<file path="src/rtl/vga_fb_arbiter.sv">
// rtl/vga_fb_arbiter.sv - framebuffer RAM arbiter between scanout line fetch and pixel writer
module vga_fb_arbiter #(
  parameter int H_DISPLAY      = 320,
  parameter int V_DISPLAY      = 240,
  parameter int ADDR_W         = 17,
  parameter int DATA_W         = 12,
  parameter int WR_SLOT_PERIOD = 16
) (
  input  logic              clk,
  input  logic              reset_n,
  input  logic              line_req,
  input  logic [7:0]        line_y,
  output logic              line_busy,
  output logic              line_done,
  output logic              line_overrun,
  input  logic              ovr_clr,
  output logic              lb_we,
  output logic [8:0]        lb_addr,
  output logic [DATA_W-1:0] lb_data,
  input  logic              wr_req,
  input  logic [8:0]        wr_x,
  input  logic [7:0]        wr_y,
  input  logic [DATA_W-1:0] wr_data,
  output logic              wr_ack,
  output logic              wr_err,
  output logic              mem_en,
  output logic              mem_we,
  output logic [ADDR_W-1:0] mem_addr,
  output logic [DATA_W-1:0] mem_wdata,
  input  logic [DATA_W-1:0] mem_rdata
);

  localparam int CNT_W = $clog2(WR_SLOT_PERIOD + 2);
  localparam logic [8:0]       H_PIX  = 9'(H_DISPLAY);
  localparam logic [8:0]       H_LAST = 9'(H_DISPLAY - 1);
  localparam logic [7:0]       V_LIN  = 8'(V_DISPLAY);
  localparam logic [CNT_W-1:0] SLOT_N = CNT_W'(WR_SLOT_PERIOD);

  typedef enum logic [1:0] {IDLE, FETCH, FSLOT, FDRAIN} state_t;

  state_t            state;
  logic [ADDR_W-1:0] base;
  logic [8:0]        idx;
  logic [CNT_W-1:0]  rd_cnt;

  logic              wr_ok;
  logic              rd_now;
  logic              slot_go;
  logic [ADDR_W-1:0] wr_addr;
  logic [ADDR_W-1:0] line_base;

  assign wr_ok     = (wr_x < H_PIX) && (wr_y < V_LIN);
  assign wr_addr   = ADDR_W'(wr_y) * ADDR_W'(H_DISPLAY) + ADDR_W'(wr_x);
  assign line_base = ADDR_W'(line_y) * ADDR_W'(H_DISPLAY);
  assign rd_now    = mem_en && !mem_we;
  assign slot_go   = (SLOT_N != '0) && (rd_cnt >= SLOT_N) && wr_req && !wr_ack;

  // Read data arrives combinationally one cycle after the registered read.
  assign lb_data = lb_we ? mem_rdata : '0;

  always_ff @(posedge clk or negedge reset_n) begin
    if (!reset_n) begin
      state        <= IDLE;
      base         <= '0;
      idx          <= '0;
      rd_cnt       <= '0;
      line_busy    <= 1'b0;
      line_done    <= 1'b0;
      line_overrun <= 1'b0;
      lb_we        <= 1'b0;
      lb_addr      <= '0;
      wr_ack       <= 1'b0;
      wr_err       <= 1'b0;
      mem_en       <= 1'b0;
      mem_we       <= 1'b0;
      mem_addr     <= '0;
      mem_wdata    <= '0;
    end else begin
      mem_en    <= 1'b0;
      mem_we    <= 1'b0;
      wr_ack    <= 1'b0;
      wr_err    <= 1'b0;
      line_done <= 1'b0;
      lb_we     <= rd_now;
      if (rd_now) begin
        lb_addr <= idx - 9'd1;
      end

      if (line_req && state != IDLE) begin
        line_overrun <= 1'b1;
      end else if (ovr_clr) begin
        line_overrun <= 1'b0;
      end

      case (state)
        IDLE: begin
          line_busy <= 1'b0;
          if (line_req) begin
            if (line_y < V_LIN) begin
              // First read goes out with the grant so the burst starts immediately.
              state     <= FETCH;
              line_busy <= 1'b1;
              base      <= line_base;
              mem_en    <= 1'b1;
              mem_addr  <= line_base;
              idx       <= 9'd1;
              rd_cnt    <= (SLOT_N == '0) ? '0 : CNT_W'(1);
            end else begin
              line_done <= 1'b1;
            end
          end else if (wr_req && !wr_ack) begin
            mem_en    <= wr_ok;
            mem_we    <= wr_ok;
            mem_addr  <= wr_addr;
            mem_wdata <= wr_data;
            wr_ack    <= 1'b1;
            wr_err    <= !wr_ok;
          end
        end

        FETCH, FSLOT: begin
          if (state == FETCH && slot_go) begin
            mem_en    <= wr_ok;
            mem_we    <= wr_ok;
            mem_addr  <= wr_addr;
            mem_wdata <= wr_data;
            wr_ack    <= 1'b1;
            wr_err    <= !wr_ok;
            rd_cnt    <= '0;
            state     <= FSLOT;
          end else begin
            mem_en   <= 1'b1;
            mem_addr <= base + ADDR_W'(idx);
            idx      <= idx + 9'd1;
            if (rd_cnt < SLOT_N) begin
              rd_cnt <= rd_cnt + CNT_W'(1);
            end
            state <= (idx == H_LAST) ? FDRAIN : FETCH;
          end
        end

        FDRAIN: begin
          // Last read is on the bus; its line buffer write lands with line_done.
          line_done <= 1'b1;
          state     <= IDLE;
        end

        default: state <= IDLE;
      endcase
    end
  end

endmodule

</file>
<file path="config.mk">
export PLATFORM = sky130hd
export DESIGN_NAME = vga_fb_arbiter
export DESIGN_NICKNAME = d
export VERILOG_FILES = /design/src/rtl/vga_fb_arbiter.sv
export SDC_FILE = /design/constraint.sdc
export NUM_CORES = 1
export LEC_CHECK = 0
export BUFFER_PORTS_ARGS = -buffer_cell sky130_fd_sc_hd__buf_2
export CORE_AREA = 2 2 68 135
export CTS_CLUSTER_SIZE = 24
export DETAILED_ROUTE_END_ITERATION = 12
export DIE_AREA = 0 0 70 137
export HOLD_SLACK_MARGIN = 0.05
export PLACE_DENSITY = 0.81
export SLEW_MARGIN = 20
export SYNTH_ARGS = -nofsm -noshare
export SYNTH_HDL_FRONTEND = slang
export SYNTH_SLANG_ARGS = --single-unit
</file>
<file path="constraint.sdc">
create_clock -name clk -period 2.5 [get_ports clk]
set_input_delay 0.125 -clock clk [delete_from_list [all_inputs] [get_ports clk]]
set_output_delay 0.125 -clock clk [all_outputs]
set_load 0.005 [all_outputs]
</file>
==> results.txt, run 1 <==
worst-margin pin slew: 579 ps
Final Hold Viols: 0
Post-DP HPWL: 9990 µm
Syn Inst Count: 478
sequential area share after synthesis: 40.2%
post-route cell area: 5830 µm²
status: finished clean
largest net degree at the start of global routing: 45
Clock Latency Late Sink: 330 ps
Mapped Nets: 573
Rows: 48
Leak: 2.87 nW
DP Worst Slack: -153 ps
setup slack after layout: 142 ps
crit path time final: 2360 ps
Seq cells post-synth: 73
Final Non-Filler Cells: 731
# DRC: 0
vias in the first global route: 4395
global-route wire length before repair: 20300 µm
H-Tree Level Count: 3
drt pass-1 iters: 5
Sink Count: 73
drt initial violations: 366
Final Skew: 5.53 ps
Worst setup SP type: primary input
final setup violation count: 0
CTS Buf Count: 9
fin nets: 722
Clock Pin Slew Worst Setup and Hold Paths: 60 ps
WHS: 102 ps
area share of the largest cell type after synthesis: 40.2%
die area: 9590 µm²
CP endpoint kind: register
critical path arrival: 2580 ps
# IOs: 112
CTS tree: built
Distinct cells, synth: 49
Most used DFF post-synth: dfrtp_1
Post-CTS Setup Repair Bufs: 0
dominant cells by area after synthesis: dfrtp_1, ha_1, o21ai_0, mux2_2, nand2_1
Syn. warnings: 0
unrepaired setup endpoints after global routing: no
global-route usage over all layers: 27.4%
final WL: 12800 µm
Area Overhead vs Synth: 28.2%
fin crit share: 94.3%
Achievable Freq: 0.424 GHz
routed len/inst: 17.5 µm
Avg Cell Area, Syn: 9.51 µm²
power per cell area: 1060 nW/µm²
Placer Congestion: 0.863
Root Driver: clkbuf_16
EDFF count, synth: 0
Initial Utilization: 53.3%
Final Max Tran Viols: 0
max_cap viols: 0
dpl cells: 702
Synth area leader: dfrtp_1
GRT Residual Overflow: 0
Rel. slew slack: 61.4%
Port Buf Inserts: 111
Critical Setup Path Class: in2reg
PnR Total Power: 6.16 mW
maximum fanout along the worst path: 3
DR vias: 4232
Placed Area: 5400 µm²
Worst VDD drop: 0.466 mV
initial antenna violation count: 0
Core Area: 8530 µm²
ANT cells: 0
Worst Path Required: 2720 ps
antenna viol nets, final: 0
share of cells above drive strength 1: 29.5%
Avg Vias per Cell: 5.79
Chip Width: 70 µm
Bufs on Longest Clock Path: 2
worst hold path class: in2reg
Async S/R FF share, synth: 100%
chip height: 137 µm
mapped cell area: 4550 µm²
## cell usage after synthesis (2+ instances only)
library cell and instances:
a211oi_1 7, a21o_1 7, a21oi_1 21, a221oi_1 5
a22o_1 6, a31oi_1 4, a32o_1 2, and2_1 16
and3_1 11, clkbuf_1 19, dfrtp_1 73, fa_1 4
ha_1 37, inv_1 22, mux2_2 19, nand2_1 45
nand2b_1 5, nand3_1 5, nand4_1 6, nor2_1 31
nor2b_1 7, nor3_1 8, nor3b_1 2, nor4_1 4
o2111ai_1 2, o211a_1 2, o211ai_1 4, o21ai_0 46
o21ba_2 2, o21bai_1 2, o221ai_1 2, o22ai_1 4
xnor2_1 18, xor2_1 15
## critical path: stages
cell     delay, ps
buf_2          110
ha_1           300
ha_1           240
fa_1           510
and2_1         170
o211a_1        170
nor3b_1        310
nand4_1        180
a211o_1        300
a22o_1         170
## sequential cells by signal, indices dropped and copies added, names as in the netlist
signal,cells
lb_addr,9
mem_addr,17
wr_err,1
lb_we,1
idx,9
state,2
mem_en,1
line_done,1
rd_cnt,5
mem_wdata,12
mem_we,1
line_busy,1
base,11
line_overrun,1
wr_ack,1
## cells in the final DEF (no fill, tap or decap), types with 7 or more instances in the layout
cell,Yosys,routed
buf_2,1,111
ha_1,37,37
dlygate4sd3_1,0,14
nand2_1,45,45
a21oi_1,21,21
dfrtp_1,73,73
and3_1,11,11
and2_1,16,16
inv_1,22,22
clkbuf_16,0,9
nor2_1,31,31
a21o_1,7,7
xor2_1,15,15
o21ai_0,46,46
mux2_2,19,19
xnor2_1,18,18
buf_4,0,33
nor3_1,8,8
a211oi_1,7,7
## power breakdown
group	switching (mW)	internal [mW]
Sequential	0.401	1.70
Combinational	1.49	1.33
Clock	0.476	0.760
## routing by layer
layer  vias to the layer above  track usage, %  wire, µm
met5                         -               0         0
met4                         0            22.5       944
met3                        61            4.49       603
met2                       161            52.5      7200
met1                      2018            24.1      4030
li1                       1992               -         -
## path summary, 6_finish.rpt
kind / start / endpoint / slack (ps) / depth (start not counted)
worst min-delay path: line_y[0] / base[6] / 100 / 2
max in group asynchronous: reset_n / idx[5] / 1490 / 3
min in group asynchronous: reset_n / base[14] / 180 / 2
worst min register to register: lb_addr[2] / lb_addr[2] / 480 / 2
worst max register to register: idx[6] / mem_addr[16] / 150 / 9
worst max-delay path: wr_y[1] / mem_addr[14] / 140 / 10
## repair_timing
action                     CTS  global route
hold endpoints to repair    42             0
resized for setup            0             1
setup endpoints to repair    0             1
hold buffers                14             0
## final cells by class
type                    count  area, µm²
clock inverters             6       60.1
inverters                  22       82.6
repair buffers            158        943
multi-input cells         363       2570
well taps                 100        125
flip-flops and latches     73       1830
fillers                   677       2700
clock buffers               9        225
## stage by stage
| stage | TNS, ps | utilization, % |
|---|---|---|
| after global routing | 0 | 68.4 |
| after detailed placement | -516 | 63.4 |
| final | 0 | 68.4 |
| after global placement | -120 | 63.4 |
| after floorplan | 0 | - |
| after CTS | 0 | 68.4 |
## cells by family (layout without fill, tap and decap cells)
family	count (synthesis)	count (layout)	synth area share (%)
compound gates	123	123	17.2
xor+xnor	33	33	6.35
simple gates	147	147	16.1
buf+inv	42	195	3.49
mux	19	19	4.70
fa+ha+maj	41	41	11.9
flops	73	73	40.2
Note: power is estimated with default switching activity, not from simulation.
==> run 2, diff against run 1 <==
==> constraint.sdc (replaced) <==
create_clock -name clk -period 2.5 [get_ports clk]
set_input_delay 0 -clock clk [delete_from_list [all_inputs] [get_ports clk]]
set_output_delay 0 -clock clk [all_outputs]
set_load 0.005 [all_outputs]
==> results.txt, run 2 (synthesis gave the netlist of run 1 again) <==
largest net degree at the start of global routing: 35 (was 45)
global-route wire length before repair: 19800 µm (was 20300 µm)
clock share of power: 22.4% (was 20.1%)
Clock Pin Slew Worst Setup and Hold Paths: 60 ps (about the same)
setup slack after layout: 106 ps (was 142 ps)
maximum fanout along the worst path: 3 (unchanged)
Achievable Freq: 0.418 GHz (was 0.424 GHz)
crit path time final: 2390 ps (was 2360 ps)
share of cells above drive strength 1: 28.3% (was 29.5%)
most frequent cells in the layout: buf_2, dfrtp_1, o21ai_0, nand2_1, ha_1 (unchanged)
WHS: 66.9 ps (was 102 ps)
drt initial violations: 217 (was 366)
power per cell area: 1080 nW/µm² (was 1060 nW/µm²)
Final Skew: 6.96 ps (was 5.53 ps)
CP max stage cell: dlygate4sd3_1 (was fa_1)
H-Tree Level Count: 3 (unchanged)
global-route usage over all layers: 26.7% (was 27.4%)
Worst VDD drop: 0.515 mV (was 0.466 mV)
Area Overhead vs Synth: 28.0% (was 28.2%)
Final Hold Viols: 0 (unchanged)
status: finished clean (unchanged)
CP bufs+invs: 2 (was 1)
Post-DP HPWL: 9730 µm (was 9990 µm)
antenna viol nets, final: 0 (unchanged)
chip height: 137 µm (unchanged)
Root Driver: clkbuf_16 (unchanged)
Largest register FFs: 17 (unchanged)
die area: 9590 µm² (unchanged)
# DRC: 0 (unchanged)
Switch Pwr: 2.38 mW (was 2.36 mW)
Sw Ratio: 37.9% (was 38.4%)
Final Max Tran Viols: 0 (unchanged)
Rel. slew slack: 46.6% (was 61.4%)
Leak: 2.84 nW (was 2.87 nW)
commonest non-fill, non-tap cell in the layout: buf_2 (unchanged)
top flop regs: mem_addr: 17 flops, mem_wdata: 12 flops, base: 11 flops (unchanged)
final setup violation count: 0 (unchanged)
# IOs: 112 (unchanged)
initial antenna violation count: 0 (unchanged)
Flop pwr share: 33.6% (was 34.1%)
DR vias: 4204 (was 4232)
worst hold path class: in2reg (unchanged)
combinational share of power: 44.0% (was 45.8%)
GRT Residual Overflow: 0 (unchanged)
Avg Vias per Cell: 5.82 (was 5.79)
Top reg by flops: mem_addr (unchanged)
CTS tree: built (unchanged)
Chip Width: 70 µm (unchanged)
post-route cell area: 5820 µm² (was 5830 µm²)
CTS Buf Count: 9 (unchanged)
Worst Path Required: 2780 ps (was 2720 ps)
fin nets: 712 (was 722)
Initial Utilization: 53.3% (unchanged)
Clock Latency Late Sink: 340 ps (was 330 ps)
critical path arrival: 2670 ps (was 2580 ps)
Bufs on Longest Clock Path: 2 (unchanged)
Core Area: 8530 µm² (unchanged)
Placed Area: 5300 µm² (was 5400 µm²)
routed len/inst: 17.5 µm (about the same)
crit-path max cell delay: 540 ps (was 510 ps)
Placer Congestion: 0.853 (was 0.863)
CP delay by family, top: compound AO/OA/AOI/OAI gates (was adder cells)
Worst setup SP type: primary input (unchanged)
max_cap viols: 0 (unchanged)
final WL: 12700 µm (was 12800 µm)
fin crit share: 95.7% (was 94.3%)
cell internal pwr: 3.90 mW (was 3.79 mW)
Cell Chain, Critical Path: dlygate4sd3_1, buf_2, ha_1, ha_1, fa_1, a21o_1, a21oi_1, xnor2_1, o22ai_1, a211oi_2, a21o_1 (was buf_2, ha_1, ha_1, fa_1, and2_1, o211a_1, nor3b_1, nand4_1, a211o_1, a22o_1)
worst-margin pin slew: 795 ps (was 579 ps)
Post-CTS Setup Repair Bufs: 0 (unchanged)
Port Buf Inserts: 111 (unchanged)
ANT cells: 0 (unchanged)
Sink Count: 73 (unchanged)
Rows: 48 (unchanged)
drt pass-1 iters: 4 (was 5)
vias in the first global route: 4276 (was 4395)
CP endpoint kind: register (unchanged)
Critical Setup Path Class: in2reg (unchanged)
DP Worst Slack: -94.7 ps (was -153 ps)
run 2: changes by cell type in the layout (fill, tap and decap cells not counted), sizes merged:
cell / before / now
clkinvlp: 2 / 1
inv: 22 / 23
clkbuf: 9 / 10
clkinv: 3 / 2
buf: 144 / 130
bufinv: 1 / 2
dlygate4sd3: 14 / 18
run 2: worst register-to-register path: cells and delay by family, from the launching register on:
kind	cells	cell delay, ps
xor+xnor	1	150
compound gates	3	620
flops	1	360
fa+ha+maj	2	570
simple gates	2	500
buf+inv	1	70
run 2: layout make-up:
| type | count | area, µm² |
|---|---|---|
| clock buffer | 10 | 239 |
| clock inverter | 6 | 90.1 |
| fill | 707 | 2710 |
| inverter | 22 | 82.6 |
| multi-input combinational | 363 | 2580 |
| sequential | 73 | 1830 |
| tap | 100 | 125 |
| timing repair buffer | 148 | 878 |
run 2: worst paths after layout:
kind | cells past startpoint | slack [ps] | from | end
max in group asynchronous | 3 | 1480 | reset_n | mem_addr[3]
worst max register to register | 9 | 170 | base[6] | mem_addr[16]
min in group asynchronous | 2 | 230 | reset_n | base[16]
worst min register to register | 2 | 470 | lb_addr[2] | lb_addr[2]
worst max-delay path | 11 | 110 | line_y[0] | mem_addr[13]
worst min-delay path | 3 | 70 | line_y[1] | mem_addr[7]
run 2: routing by layer:
layer  vias up  part of all wire [%]  track usage (%)  routed length, µm
li1       1988                     -                -                  -
met1      2026                    32             23.8               4060
met2       138                    58             52.7               7300
met3        52                   4.0             4.49                504
met4         0                   6.3             18.1                798
met5         -                     0                0                  0
run 2: through the flow:
step / power (mW) / util, % / cells / setup TNS, ps
finish: 6.29 / 68.3 / 722 / 0
global route: 6.68 / 68.3 / 722 / -9.44
CTS: 6.27 / 68.1 / 722 / 0
detailed placement: 4.82 / 62.1 / 688 / -125
global placement: 4.66 / 62.1 / 688 / 0
floorplan: 3.73 / - / 478 / 0
run 2: timing repair:
item	4_1_cts	5_1_grt
hold buffers	18	0
setup endpoints to repair	0	3
gates resized for setup	0	4
hold endpoints to repair	46	0
run 2: power groups by stage:
stage	logic, mW	registers, mW	clock network (mW)
after detailed placement	2.71	2.12	0
after floorplan	1.71	2.02	0
final	2.77	2.11	1.41
after CTS	2.75	2.11	1.42
after global routing	3.04	2.17	1.46
after global placement	2.58	2.08	0
